## src/rtl/load_store_unit.sv

```systemverilog
// -----------------------------------------------------------------------------
// load_store_unit
//
// Memory-access stage behind the execute-stage ALU. Accepts one load or store
// at a time, issues it on a 64-bit valid/ready data-memory port, and returns
// a registered, sign- or zero-extended load result. Illegal or misaligned
// requests never reach memory; they raise a one-cycle exception pulse instead.
//
// Ports
//   clk, rst_n         clock, asynchronous active-low reset
//   req_*              request from execute stage (valid/ready handshake)
//   mem_req_*, mem_we,
//   mem_addr/wdata/wstrb  request to data memory (valid/ready handshake)
//   mem_rsp_valid,
//   mem_rdata          response/acknowledge from data memory
//   wb_valid/rd/data   one-cycle load write-back
//   misaligned_exc,
//   illegal_exc        one-cycle exception pulses
// -----------------------------------------------------------------------------
module load_store_unit #(
  parameter int XLEN          = 64,
  parameter int FUNCT3_SIZE   = 3,
  parameter int REG_ADDR_SIZE = 5
) (
  input  logic                     clk,
  input  logic                     rst_n,
  // execute-stage request
  input  logic                     req_valid,
  output logic                     req_ready,
  input  logic                     req_is_store,
  input  logic [FUNCT3_SIZE-1:0]   req_funct3,
  input  logic [XLEN-1:0]          req_addr,
  input  logic [XLEN-1:0]          req_store_data,
  input  logic [REG_ADDR_SIZE-1:0] req_rd,
  // data-memory port
  output logic                     mem_req_valid,
  input  logic                     mem_req_ready,
  output logic                     mem_we,
  output logic [XLEN-1:0]          mem_addr,
  output logic [XLEN-1:0]          mem_wdata,
  output logic [XLEN/8-1:0]        mem_wstrb,
  input  logic                     mem_rsp_valid,
  input  logic [XLEN-1:0]          mem_rdata,
  // write-back
  output logic                     wb_valid,
  output logic [REG_ADDR_SIZE-1:0] wb_rd,
  output logic [XLEN-1:0]          wb_data,
  // exceptions
  output logic                     misaligned_exc,
  output logic                     illegal_exc
);

  localparam int STRB_W = XLEN / 8;

  typedef enum logic [1:0] {
    S_IDLE = 2'd0,
    S_REQ  = 2'd1,
    S_WAIT = 2'd2
  } state_e;

  state_e state_q, state_d;

  // ---------------------------------------------------------------------------
  // Request decode
  // ---------------------------------------------------------------------------
  logic [2:0]        off;
  logic              illegal;
  logic              misaligned;
  logic              accept;
  logic              start;
  logic [STRB_W-1:0] size_mask;
  logic [XLEN-1:0]   shifted_wdata;
  logic [STRB_W-1:0] shifted_wstrb;

  assign off    = req_addr[2:0];
  assign accept = req_valid && req_ready;
  // Only a legal, aligned request starts a memory transaction.
  assign start  = accept && !illegal && !misaligned;

  // NOTE: every signal assigned in always_comb gets a default first so no
  // path can leave it unassigned and infer a latch.
  always_comb begin
    illegal    = (req_funct3 == 3'b111) || (req_is_store && req_funct3[2]);
    misaligned = 1'b0;
    size_mask  = STRB_W'(8'h01);
    unique case (req_funct3[1:0])
      2'b00: begin
        misaligned = 1'b0;
        size_mask  = STRB_W'(8'h01);
      end
      2'b01: begin
        misaligned = off[0];
        size_mask  = STRB_W'(8'h03);
      end
      2'b10: begin
        misaligned = |off[1:0];
        size_mask  = STRB_W'(8'h0F);
      end
      default: begin
        misaligned = |off;
        size_mask  = STRB_W'(8'hFF);
      end
    endcase
  end

  // Aligned accesses never cross the doubleword, so the strobe shift cannot
  // overflow the lane mask.
  assign shifted_wdata = req_store_data << {off, 3'b000};
  assign shifted_wstrb = size_mask << off;

  // ---------------------------------------------------------------------------
  // FSM: state register
  // ---------------------------------------------------------------------------
  // NOTE: sequential state uses non-blocking assignments so every register
  // samples the pre-edge values regardless of process evaluation order.
  always_ff @(posedge clk or negedge rst_n) begin
    if (!rst_n) state_q <= S_IDLE;
    else        state_q <= state_d;
  end

  // ---------------------------------------------------------------------------
  // FSM: next-state logic
  // ---------------------------------------------------------------------------
  always_comb begin
    state_d = state_q;
    unique case (state_q)
      S_IDLE:  if (start)         state_d = S_REQ;
      S_REQ:   if (mem_req_ready) state_d = S_WAIT;
      // A response in the handshake cycle itself is still in S_REQ and is
      // therefore ignored; only S_WAIT listens to mem_rsp_valid.
      S_WAIT:  if (mem_rsp_valid) state_d = S_IDLE;
      default:                    state_d = S_IDLE;
    endcase
  end

  // ---------------------------------------------------------------------------
  // FSM: outputs
  // ---------------------------------------------------------------------------
  // req_ready is held low while reset is asserted so every output reads 0.
  always_comb begin
    req_ready     = rst_n && (state_q == S_IDLE);
    mem_req_valid = (state_q == S_REQ);
  end

  // ---------------------------------------------------------------------------
  // Latched transaction and write-back datapath
  // ---------------------------------------------------------------------------
  logic                     we_q;
  logic [XLEN-1:0]          addr_q;
  logic [XLEN-1:0]          wdata_q;
  logic [STRB_W-1:0]        wstrb_q;
  logic [2:0]               off_q;
  logic [FUNCT3_SIZE-1:0]   funct3_q;
  logic [REG_ADDR_SIZE-1:0] rd_q;
  logic                     wb_valid_q;
  logic [REG_ADDR_SIZE-1:0] wb_rd_q;
  logic [XLEN-1:0]          wb_data_q;
  logic                     misaligned_q;
  logic                     illegal_q;
  logic                     load_done;
  logic [XLEN-1:0]          rdata_shifted;
  logic [XLEN-1:0]          load_ext;

  assign load_done     = (state_q == S_WAIT) && mem_rsp_valid && !we_q;
  assign rdata_shifted = mem_rdata >> {off_q, 3'b000};

  always_comb begin
    load_ext = rdata_shifted;
    unique case (funct3_q)
      3'b000:  load_ext = {{(XLEN-8){rdata_shifted[7]}},   rdata_shifted[7:0]};
      3'b001:  load_ext = {{(XLEN-16){rdata_shifted[15]}}, rdata_shifted[15:0]};
      3'b010:  load_ext = {{(XLEN-32){rdata_shifted[31]}}, rdata_shifted[31:0]};
      3'b100:  load_ext = {{(XLEN-8){1'b0}},               rdata_shifted[7:0]};
      3'b101:  load_ext = {{(XLEN-16){1'b0}},              rdata_shifted[15:0]};
      3'b110:  load_ext = {{(XLEN-32){1'b0}},              rdata_shifted[31:0]};
      default: load_ext = rdata_shifted;
    endcase
  end

  // NOTE: all datapath registers are reset too, because every one of them
  // drives a port that must read 0 during and right after reset.
  always_ff @(posedge clk or negedge rst_n) begin
    if (!rst_n) begin
      we_q         <= 1'b0;
      addr_q       <= '0;
      wdata_q      <= '0;
      wstrb_q      <= '0;
      off_q        <= '0;
      funct3_q     <= '0;
      rd_q         <= '0;
      wb_valid_q   <= 1'b0;
      wb_rd_q      <= '0;
      wb_data_q    <= '0;
      misaligned_q <= 1'b0;
      illegal_q    <= 1'b0;
    end else begin
      // Exceptions are single-cycle pulses; illegal wins over misaligned.
      illegal_q    <= accept && illegal;
      misaligned_q <= accept && !illegal && misaligned;
      wb_valid_q   <= load_done;

      if (start) begin
        we_q     <= req_is_store;
        addr_q   <= {req_addr[XLEN-1:3], 3'b000};
        wdata_q  <= req_is_store ? shifted_wdata : '0;
        wstrb_q  <= req_is_store ? shifted_wstrb : '0;
        off_q    <= off;
        funct3_q <= req_funct3;
        rd_q     <= req_rd;
      end

      if (load_done) begin
        wb_data_q <= load_ext;
        wb_rd_q   <= rd_q;
      end
    end
  end

  assign mem_we         = we_q;
  assign mem_addr       = addr_q;
  assign mem_wdata      = wdata_q;
  assign mem_wstrb      = wstrb_q;
  assign wb_valid       = wb_valid_q;
  assign wb_rd          = wb_rd_q;
  assign wb_data        = wb_data_q;
  assign misaligned_exc = misaligned_q;
  assign illegal_exc    = illegal_q;

endmodule

```

## config.mk

```make
export PLATFORM = sky130hd
export DESIGN_NAME = load_store_unit
export DESIGN_NICKNAME = d
export VERILOG_FILES = /design/src/rtl/load_store_unit.sv
export SDC_FILE = /design/constraint.sdc
export NUM_CORES = 1
export LEC_CHECK = 0
export ABC_AREA = 1
export BUFFER_PORTS_ARGS = -buffer_cell sky130_fd_sc_hd__clkbuf_2
export CAP_MARGIN = 5
export CORE_AREA = 2 2 164 166
export DETAILED_ROUTE_END_ITERATION = 10
export DIE_AREA = 0 0 166 168
export PLACE_DENSITY = 0.8
export SYNTH_ARGS = -nofsm -noshare
export SYNTH_HDL_FRONTEND = slang
export SYNTH_SLANG_ARGS = --single-unit
export TNS_END_PERCENT = 100
```

## constraint.sdc

```tcl
create_clock -name clk -period 3.63 [get_ports clk]
set_clock_uncertainty 0.2 [all_clocks]
set_input_delay 0.9075 -clock clk [delete_from_list [all_inputs] [get_ports clk]]
set_output_delay 0.9075 -clock clk [all_outputs]
set_load 0.01 [all_outputs]
```

# After elaboration in Yosys (flattened, before gate mapping)

Cells that the tools add are included.

Output and inout bits: 211
Flip-flop bits (word level): 219
Input port bits: 206

Shifts and indexed selects: 3
Reduce and logical (&&, ||, !) cells: 19
Eq/ne operators: 13
Multiplexer cells: 9

Operators by type and width:

| operator           | number |
|---|---|
| $pmux 64 s6        | 1 |
| $mux 64            | 1 |
| $shl 64x6->64      | 1 |
| $shr 64x6->64      | 1 |
| $pmux 8 s3         | 1 |
| $eq 3x3->1 const B | 4 |
| $logic_and 1x1->1  | 9 |
| $mux 8             | 1 |
| $shl 8x3->8        | 1 |
| $mux 2             | 3 |
| $pmux 2 s3         | 1 |
| $eq 2x1->1 const B | 2 |
| $eq 2x2->1 const B | 2 |
| $logic_not 2->1    | 2 |
| $ne 2x2->1 const B | 2 |
| $eq 3x1->1 const B | 1 |
| $eq 3x2->1 const B | 1 |
| $logic_not 1->1    | 3 |
| $logic_not 3->1    | 1 |
| $pmux 1 s3         | 1 |
| $reduce_and 3->1   | 1 |
| $reduce_or 3->1    | 1 |
| $ne 2x1->1 const B | 1 |
| $reduce_or 2->1    | 1 |
| $logic_or 1x1->1   | 1 |

# Logic depth before layout (Yosys ltp)

Depth in word-level cells: 7
Gate-level depth with buffers: 12

# Worst setup path after synthesis

OpenSTA, ideal clock, no wires.

Path kind: in2reg
Start: input rst_n
End: register wdata_q[21], in the netlist mem_wdata[21]
Stages: 8
Path slack: 1,342 ps
Arrival time: 1,963 ps
Path buffers: 2
Cells stage by stage: nor3b_2 -> nand2_1 -> nor2_2 -> nand2_4 -> buf_4 -> buf_2 -> nand2_1 -> o21ai_2

Word-level cells in the longest chain between the ends: 4

RTL lines:

| item                            | RTL line | text |
|---|---|---|
| start: declaration              | 26       | `input logic rst_n,` |
| $logic_and 1x1->1               | 141      | `req_ready = rst_n && (state_q == S_IDLE);` |
| $logic_and 1x1->1               | 76       | `assign accept = req_valid && req_ready;` |
| $logic_and 1x1->1 (2 in series) | 78       | `assign start = accept && !illegal && !misaligned;` |
| end signal: assignment          | 205      | `wdata_q <= req_is_store ? shifted_wdata : '0;` |
| end: declaration                | 150      | `logic [XLEN-1:0] wdata_q;` |

No other way between the ends.
A chain may end at the register's enable or synchronous reset.

# Worst setup path in the final report

Start: input req_is_store
End: register wdata_q[25], in the netlist mem_wdata[25]

Word-level cells in the longest chain between the ends: 5
Elaborated cells between the ends (all ways): 6
Classes of those cells: 1 x mux; 5 x reduce/logical

RTL lines:

| item                            | RTL line | text |
|---|---|---|
| start: declaration              | 30       | `input logic req_is_store,` |
| $logic_and 1x1->1               | 83       | `illegal = (req_funct3 == 3'b111) \|\| (req_is_store && req_funct3[2]);` |
| $logic_or 1x1->1                | 83       |  |
| $logic_not 1->1                 | 78       |  |
| $logic_and 1x1->1 (2 in series) | 78       |  |

Several ways; a longest one is shown, not always the timed one.

==> flow_summary.toml <==
[run_status]
outcome = "finished clean"

[setup_path]
required_ps = 3820
critPathKind = "in -> reg"
crit_cells = 8
crit_chain = "clkbuf_2 > inv_1 > a21oi_1 > nor2_2 > nand2_4 > nor2_4 > nand2_2 > o21ai_0"
reg2reg_depth = 7
crit_slowest_cell = "nand2_2"
path_delay_family = "simple AND/OR/NAND/NOR gates"
cp-end-kind = "flip-flop"
critPathBufInv = 2
crit_path_max_incr_delay_ps = 570
r2r_start = "state_q[1]"
cp.arrival_ps = 2820
crit_start = "req_is_store"
crit_path_start_kind = "input port"
crit_fanout = 23

[floorplan]
fp.dieW_microns = 166
start_util = 0.451
io_pins = 417
die_h_microns = 168
core_area_sq_um = 26400
rows = 60
dieArea_sq_um = 27900

[synth]
synth_ff_type = "dfrtp_1"
ys_warn_count = 0
synthArstFlopShare = 1.00
synthTopCellsByCount = "nand2_1 (705), dfrtp_1 (219), nor2_1 (173)"
synthTopCellsByArea = "dfrtp_1 (46%), nand2_1 (22%), o21ai_0 (6.1%)"
ys_ff_latch = 219
netlist.area_leader.share = 0.461
synth_edf_count = 0
ys_seq_area_frac = 0.461
synth_cell_type_count = 34
syn-cell-area_sq_um = 11900
yosysMostFrequentCell = "nand2_1"
syn_inst = 1671
synth.largest_area_cell = "dfrtp_1"
synth.avg_cell_area_sq_um = 7.12

[drt]
drt_iter0_markers = 1326
drc = 0
ant_nets = 0
wl_per_cell_microns = 18.0
drt_wl_total_microns = 42900
routed_via_density = 5.36
firstDrtPassIters = 9
num_vias = 12800

[clocking]
numCtsBuffers = 25
clk_latency_ps = 530
root_buffer = "clkbuf_16"
path_clk_slew_ps = 60
cts_tree = "done"
htreeDepth = 1
clk_path_buf_depth = 3
cts_hold_buf = 0
cts_sinks = 219
post-cts-setup-buffer-count = 0
cts-resized-gates = 0

[global_routing]
grt_max_degree = 169
grt-ovfl-total = 0
grt_pass1_wl_microns = 65900
antenna_found_initial = 2
grt_use_total = 0.295
grt_pass1_vias = 12200

[cells_and_area]
layout.cells.non_filler = 2382
regArea_sq_um = 5480
final_util = 0.565
fillers = 2509
area_growth_pct = 25.2
final_nets = 2229
drive_above_1_share = 0.260
multi_input_area_sq_um = 5650

[place]
dp_hpwl_microns = 31800
io_buffers = 413
gp_congestion = 1.05
placed_cells = 2337

[sta]
tightest_slew_ps = 1060
rsz0062_at_grt = "no"
hold_viol_final = 0
maxSlewViolCount = 0
slew_headroom = 0.292
tns_ps = 0
fmax_mhz = 379
finalSetupViolCount = 0
holdWs_ps = 269
period_minus_slack_ps = 2640
fin_crit_sh = 0.726

[power]
vdd_drop_max_mv = 0.558
powerDensity_nw_per_um2 = 660
leakagePower_nw = 8.21

[min_path]
hp-class = "reg -> reg"
min_from = "rd_q[1]"
holdPathStages = 2

[run]
cap_violations = 0
-- worst register-to-register path, delay by kind of cell, from the launching register on --
family          cells  cell delay, ps
compound gates      1             330
simple gates        6            1550
flops               1             420
-- registers in the layout, summed over array words and instances (netlist names) --
| register | flops |
|---|---|
| rd_q | 5 |
| misaligned_exc | 1 |
| mem_we | 1 |
| wb_rd | 5 |
| mem_wstrb | 8 |
| mem_wdata | 64 |
| mem_addr | 61 |
| off_q | 3 |
| wb_data | 64 |
| state_q | 2 |
| funct3_q | 3 |
| wb_valid | 1 |
| illegal_exc | 1 |
-- cell type report --
cell class | instances | share of cell area
Antenna cell | 1 | 0.000168
Tap cell | 341 | 0.0286
Multi-Input combinational cell | 1291 | 0.379
Clock buffer | 36 | 0.0502
Clock inverter | 8 | 0.00571
Timing Repair Buffer | 440 | 0.156
Inverter | 46 | 0.0116
Sequential cell | 219 | 0.368
-- cell usage in the layout (no fill, tap or decap), types with 6 or more instances in the layout --
cell type,count
o21ai_0,144
nand3_1,120
inv_1,39
clkbuf_16,25
buf_4,23
nand2_1,705
mux2i_1,20
inv_2,6
a31oi_1,9
o21a_1,6
nor2_1,173
a21oi_1,47
clkbuf_2,412
clkbuf_8,8
dfrtp_1,218
o21ai_2,20
or2_2,13
-- worst paths after layout --
path	end	slack, ps
max	mem_wdata[25]	990
min	wb_rd[1]	270
max reg2reg	mem_wdata[25]	1030
min reg2reg	wb_rd[1]	270
max in group asynchronous	off_q[0]	1490
min in group asynchronous	wb_data[5]	300
-- power by group --
group / switching [W] / internal, W
sequential: 0.000508 / 0.00320
clock: 0.00105 / 0.00150
combinational: 0.00229 / 0.00129
total: 0.00384 / 0.00599
-- stage by stage --
| stage | power (W) | setup slack [ps] | cell area [sq um] |
|---|---|---|---|
| after floorplan | 0.00574 | 1340 | 11900 |
| after global placement | 0.00719 | 586 | 14100 |
| after detailed placement | 0.00727 | 446 | 14100 |
| after CTS | 0.00985 | 1020 | 14900 |
| after global routing | 0.0104 | 866 | 14900 |
| final | 0.00983 | 993 | 14900 |
-- logic make-up after synthesis --
kind of cell	share of synthesized area
other cells	0.000315
mux	0.0168
simple gates	0.345
flops	0.461
compound gates	0.112
buf+inv	0.0648
-- routing by layer --
metal,up-vias,wire length [microns],part of all wire,GRT usage
met3,101,4000,0.093,0.0609
met4,2,1650,0.038,0.112
met2,720,21000,0.49,0.518
li1,6022,-,-,-
met5,-,12,0.00028,0
met1,5921,16200,0.38,0.357
Note: power is estimated with default switching activity, not from simulation.
